==> src/rtl/rv32_fetch_unit.sv <==
// Instruction fetch front-end: fetch PC, credit-limited imem request port,
// in-order response path with stale-response discard, and a decode-side queue.
module rv32_fetch_unit #(
    parameter logic [31:0] RESET_PC        = 32'h0000_0000,
    parameter int          QUEUE_DEPTH     = 4,
    parameter int          MAX_OUTSTANDING = 2
) (
    input  logic        clk,
    input  logic        reset,
    output logic        imem_req_valid,
    input  logic        imem_req_ready,
    output logic [31:0] imem_req_addr,
    input  logic        imem_resp_valid,
    input  logic [31:0] imem_resp_data,
    input  logic        redirect_valid,
    input  logic [31:0] redirect_pc,
    output logic        out_valid,
    input  logic        out_ready,
    output logic [31:0] out_instr,
    output logic [31:0] out_pc,
    output logic [31:0] pc
);

    localparam int CW  = $clog2(QUEUE_DEPTH + 1);
    localparam int OW  = $clog2(MAX_OUTSTANDING + 1);
    localparam int QAW = $clog2(QUEUE_DEPTH);
    localparam int FAW = (MAX_OUTSTANDING > 1) ? $clog2(MAX_OUTSTANDING) : 1;
    localparam logic [FAW-1:0] FL_LAST = FAW'(MAX_OUTSTANDING - 1);

    logic [31:0]    r_pc;
    logic [31:0]    r_q_instr [QUEUE_DEPTH];
    logic [31:0]    r_q_pc    [QUEUE_DEPTH];
    logic [QAW-1:0] r_q_wr;
    logic [QAW-1:0] r_q_rd;
    logic [CW-1:0]  r_q_count;
    logic [31:0]    r_fl_pc   [MAX_OUTSTANDING];
    logic [FAW-1:0] r_fl_wr;
    logic [FAW-1:0] r_fl_rd;
    logic [OW-1:0]  r_outstanding;
    logic [OW-1:0]  r_discard_cnt;

    logic           w_credit_ok;
    logic           w_req_valid;
    logic           w_req_fire;
    logic           w_resp_take;
    logic           w_push;
    logic           w_out_valid;
    logic           w_pop;
    logic [31:0]    w_resp_pc;
    logic [31:0]    w_redirect_target;
    logic [OW-1:0]  w_outstanding_next;

    function automatic logic [FAW-1:0] fl_next(input logic [FAW-1:0] p);
        return (p == FL_LAST) ? '0 : p + FAW'(1);
    endfunction

    // Credits cover both queued entries and requests still in flight, so every
    // response that comes back (stale or not) is guaranteed a queue slot.
    assign w_credit_ok = (32'(r_outstanding) < 32'(MAX_OUTSTANDING)) &&
                         ((32'(r_outstanding) + 32'(r_q_count)) < 32'(QUEUE_DEPTH));
    assign w_req_valid = !reset && !redirect_valid && w_credit_ok;
    assign w_req_fire  = w_req_valid && imem_req_ready;

    assign w_resp_take = imem_resp_valid && (r_outstanding != '0);
    assign w_push      = w_resp_take && (r_discard_cnt == '0) && !redirect_valid;
    assign w_resp_pc   = r_fl_pc[r_fl_rd];

    assign w_out_valid = (r_q_count != '0) && !redirect_valid;
    assign w_pop       = w_out_valid && out_ready;

    assign w_redirect_target = redirect_pc & 32'hFFFF_FFFC;

    always_comb begin
        w_outstanding_next = r_outstanding;
        if (w_req_fire) begin
            w_outstanding_next = w_outstanding_next + OW'(1);
        end
        if (w_resp_take) begin
            w_outstanding_next = w_outstanding_next - OW'(1);
        end
    end

    assign imem_req_valid = w_req_valid;
    assign imem_req_addr  = r_pc;
    assign out_valid      = w_out_valid;
    assign out_instr      = r_q_instr[r_q_rd];
    assign out_pc         = r_q_pc[r_q_rd];
    assign pc             = r_pc;

    always_ff @(posedge clk or posedge reset) begin
        if (reset) begin
            r_pc <= RESET_PC;
        end else if (redirect_valid) begin
            r_pc <= w_redirect_target;
        end else if (w_req_fire) begin
            r_pc <= r_pc + 32'd4;
        end
    end

    // Redirect turns every request still in flight into one to be dropped,
    // including accounting for a response that lands in the redirect cycle.
    always_ff @(posedge clk or posedge reset) begin
        if (reset) begin
            r_outstanding <= '0;
            r_discard_cnt <= '0;
        end else begin
            r_outstanding <= w_outstanding_next;
            if (redirect_valid) begin
                r_discard_cnt <= w_outstanding_next;
            end else if (w_resp_take && (r_discard_cnt != '0)) begin
                r_discard_cnt <= r_discard_cnt - OW'(1);
            end
        end
    end

    always_ff @(posedge clk or posedge reset) begin
        if (reset) begin
            r_fl_wr <= '0;
            r_fl_rd <= '0;
        end else begin
            if (w_req_fire) begin
                r_fl_wr <= fl_next(r_fl_wr);
            end
            if (w_resp_take) begin
                r_fl_rd <= fl_next(r_fl_rd);
            end
        end
    end

    always_ff @(posedge clk) begin
        if (w_req_fire) begin
            r_fl_pc[r_fl_wr] <= r_pc;
        end
    end

    always_ff @(posedge clk or posedge reset) begin
        if (reset) begin
            r_q_wr    <= '0;
            r_q_rd    <= '0;
            r_q_count <= '0;
            for (int i = 0; i < QUEUE_DEPTH; i++) begin
                r_q_instr[i] <= '0;
                r_q_pc[i]    <= '0;
            end
        end else if (redirect_valid) begin
            r_q_wr    <= '0;
            r_q_rd    <= '0;
            r_q_count <= '0;
        end else begin
            if (w_push) begin
                r_q_instr[r_q_wr] <= imem_resp_data;
                r_q_pc[r_q_wr]    <= w_resp_pc;
                r_q_wr            <= r_q_wr + QAW'(1);
            end
            if (w_pop) begin
                r_q_rd <= r_q_rd + QAW'(1);
            end
            r_q_count <= r_q_count + CW'(w_push) - CW'(w_pop);
        end
    end

    a_resp_has_credit: assert property (
        @(posedge clk) disable iff (reset) imem_resp_valid |-> (r_outstanding != '0)
    );

endmodule
==> config.mk <==
export PLATFORM = sky130hd
export DESIGN_NAME = rv32_fetch_unit
export DESIGN_NICKNAME = d
export VERILOG_FILES = /design/src/rtl/rv32_fetch_unit.sv
export SDC_FILE = /design/constraint.sdc
export NUM_CORES = 1
export LEC_CHECK = 0
export BUFFER_PORTS_ARGS = -buffer_cell sky130_fd_sc_hd__buf_4
export CORE_MARGIN = 3
export CORE_UTILIZATION = 65
export CTS_BUF_LIST = sky130_fd_sc_hd__clkbuf_8
export DETAILED_ROUTE_END_ITERATION = 7
export GPL_TIMING_DRIVEN = 0
export HOLD_SLACK_MARGIN = 0.02
export PLACE_DENSITY = 0.9
export SYNTH_ARGS = -nofsm -noshare
export SYNTH_HDL_FRONTEND = slang
export SYNTH_SLANG_ARGS = --single-unit
==> constraint.sdc <==
create_clock -name clk -period 19.35 [get_ports clk]
set_clock_uncertainty 0.1 [all_clocks]
set_input_delay 3.87 -clock clk [delete_from_list [all_inputs] [get_ports clk]]
set_output_delay 3.87 -clock clk [all_outputs]
set_load 0.01 [all_outputs]
==> results.py <==
metrics = {
    "die": {
        "die_w_um": 159.5,
        "num_rows": 55,
        "die_height_um": 159.5,
        "coreArea_sq_um": 22920,
        "die_area_sq_um": 25430,
        "start_util": 0.6680,
        "ios": 200,
    },
    "worst_hold_path": {
        "hp-class": "reg2reg",
    },
    "critical_path": {
        "arrival_ns": 5.17,
        "setup.worst_path.start_class": "input port",
        "required_ns": 15.38,
        "path_max_fanout": 10,
        "crit_type": "in2out",
        "end_kind": "primary output",
    },
    "finish": {
        "antenna_cells": 0,
        "fin_nets": 1480,
        "layout.cells.non_filler": 1754,
        "regArea_sq_um": 9084,
        "fillCellCount": 1281,
        "areaGrowthSynthToFinish_pct": 19.47,
        "multi_input_area_sq_um": 5630,
        "final_util": 0.7981,
        "drive_gt1_frac": 0.3685,
    },
    "synthesis": {
        "synth_ff_type": "dfrtp_1",
        "synth_edf_count": 60,
        "ys_types": 51,
        "ys_warn_count": 0,
        "synth_cells": 1145,
        "ys_seq_elements": 351,
        "synth_area_sq_um": 15310,
        "yosysSeqAreaShare": 0.5934,
        "syn_area_per_cell_sq_um": 13.37,
        "async_flop_share": 0.8291,
    },
    "detailed_routing": {
        "first_iter_violations": 790,
        "dr_total_vias": 10590,
        "wl_per_cell_um": 20.59,
        "drt_wl_total_mm": 36.12,
        "drtAntennaViolNets": 0,
        "drc": 0,
        "firstDrtPassIters": 5,
        "vias_per_cell": 6.036,
    },
    "placement": {
        "gp_congestion": 0.8909,
        "placement.io_buffers": 190,
        "dpl.cell_count": 1655,
        "dpl.hpwl_mm": 24.42,
        "dp_slack_ns": 10.29,
    },
    "sta": {
        "fmax_ghz": 0.1094,
        "timing.final.crit_period_ns": 9.142,
        "setup_violations": 0,
        "maxSlewViolCount": 0,
        "hold_viol_final": 0,
        "tightest_slew_ns": 0.9017,
        "grt_setup_unrepaired": "false",
        "slew_headroom": 0.3989,
        "tns_ns": 0,
        "fin_ws_ns": 10.21,
        "final.period_utilization": 0.4725,
    },
    "global_routing": {
        "grt_pass1_vias": 11120,
        "grt_start_max_net_pins": 124,
        "globalRoute.totalOverflow": 0,
        "antenna_found_initial": 0,
        "grt_pass1_wl_mm": 58.23,
        "grtUsageTotal": 0.2857,
    },
    "clocking": {
        "clock-sinks": 351,
        "cts_setup_buffers": 0,
        "h-tree-depth": 2,
        "hold_buffers": 0,
        "clkSlewWorstSetupHoldPaths_ns": 0.06,
        "cts_resized": 0,
        "cts_root_buffer": "clkbuf_8",
        "cts_buffers": 55,
        "clkLatencyLatePin_ns": 0.58,
        "cts_tree": "done",
        "cts.path.max_buffers": 3,
    },
    "power_and_ir_drop": {
        "irDropWorstVdd_mv": 0.06819,
        "power.density_nw_per_um2": 128.8,
        "power_leakage_nw": 8.471,
    },
    "run_status": {
        "run_status": "finished clean",
    },
    "flow_run": {
        "drv_cap": 0,
    },
}
## critical path, cell delays in order
cell and delay (ns):
buf_2 0.21, buf_2 0.29, clkbuf_1 0.50, nor2_1 0.13, buf_4 0.17
## registers in the layout (all words and copies together) (netlist names)
register and count:
imem_req_addr 30, r_fl_rd 1, r_discard_cnt 2, r_q_instr 128
r_q_rd 2, r_outstanding 2, r_q_pc 120, r_q_wr 2
r_fl_pc 60, r_q_count 3, r_fl_wr 1
## cell families after synthesis
| group | Yosys count | synth area share |
|---|---|---|
| other | 1 | 0.0002450 |
| AND/OR/NAND/NOR | 242 | 0.07307 |
| buffers and inverters | 120 | 0.04062 |
| adder cells (fa/ha/maj) | 11 | 0.009481 |
| AO/OA/AOI/OAI | 180 | 0.06645 |
| multiplexers | 224 | 0.2076 |
| flip-flops | 351 | 0.5934 |
| XOR/XNOR | 16 | 0.009154 |
## cells in the final DEF, fill, tap and decap left out, types with 26 or more instances in the layout
cell	n
dfrtp_1	291
buf_4	227
o21ai_0	138
edfxtp_1	60
mux2_2	128
mux4_2	62
clkbuf_1	42
clkbuf_8	69
inv_1	39
nand2_1	163
buf_2	26
mux2i_1	34
## report_power, final
group / switching [mW] / total [mW] / internal (mW)
clock network: 0.275 / 0.593 / 0.319
registers: 0.106 / 1.02 / 0.917
logic: 0.347 / 0.739 / 0.392
total: 0.727 / 2.36 / 1.63
## final timing paths
path	startpoint	depth (start not counted)	end	slack, ns
setup reg to reg	r_outstanding[1]	13	r_q_count[2]	16.37
min in group asynchronous	reset	2	imem_req_addr[6]	3.24
hold / removal	r_q_pc[31]	2	r_q_pc[31]	0.37
hold reg to reg	r_q_pc[31]	2	r_q_pc[31]	0.37
max in group asynchronous	reset	3	r_q_instr[14]	14.96
setup / recovery	redirect_valid	5	out_valid	10.21
## synth_stat cells (4+ instances only)
cell type / number / area share
mux4_2: 62 / 0.091
mux2i_1: 34 / 0.022
dfrtp_1: 291 / 0.48
a31oi_1: 4 / 0.0016
ha_1: 10 / 0.0082
o211ai_1: 11 / 0.0054
buf_2: 26 / 0.0085
nand2_1: 163 / 0.040
nand4_1: 10 / 0.0041
o21ai_0: 138 / 0.045
clkbuf_1: 42 / 0.010
edfxtp_1: 60 / 0.12
nor3_1: 4 / 0.0013
xor2_1: 7 / 0.0040
xnor2_1: 9 / 0.0051
a32oi_1: 4 / 0.0023
inv_1: 13 / 0.0032
mux2_2: 128 / 0.094
nand3_1: 16 / 0.0052
buf_4: 37 / 0.018
nor2_1: 22 / 0.0054
## routing by layer
layer / up-vias / wire length, um / track usage
li1: 4637 / - / -
met1: 5314 / 14540 / 0.3836
met2: 529 / 17760 / 0.4718
met3: 107 / 2674 / 0.05515
met4: 0 / 1136 / 0.1062
met5: - / 0 / 0
## per-stage QoR
step	instance area, sq um	total power [mW]	hold WS [ns]
after global placement	17150	1.723	0.3560
after detailed placement	17220	1.769	0.3656
final	18290	2.356	0.3749
after CTS	18290	2.366	0.3786
after global routing	18290	2.474	0.3945
after floorplan	15330	1.462	0.3446
## final cells by class
class | instances | share of cell area
Buffer | 107 | 0.03133
Tap cell | 313 | 0.02141
Inverter | 13 | 0.003079
Multi-Input combinational cell | 679 | 0.3079
Sequential cell | 351 | 0.4967
Timing Repair Buffer | 192 | 0.08100
Clock buffer | 69 | 0.05193
Clock inverter | 30 | 0.006705
(Power assumes the default switching activity.)
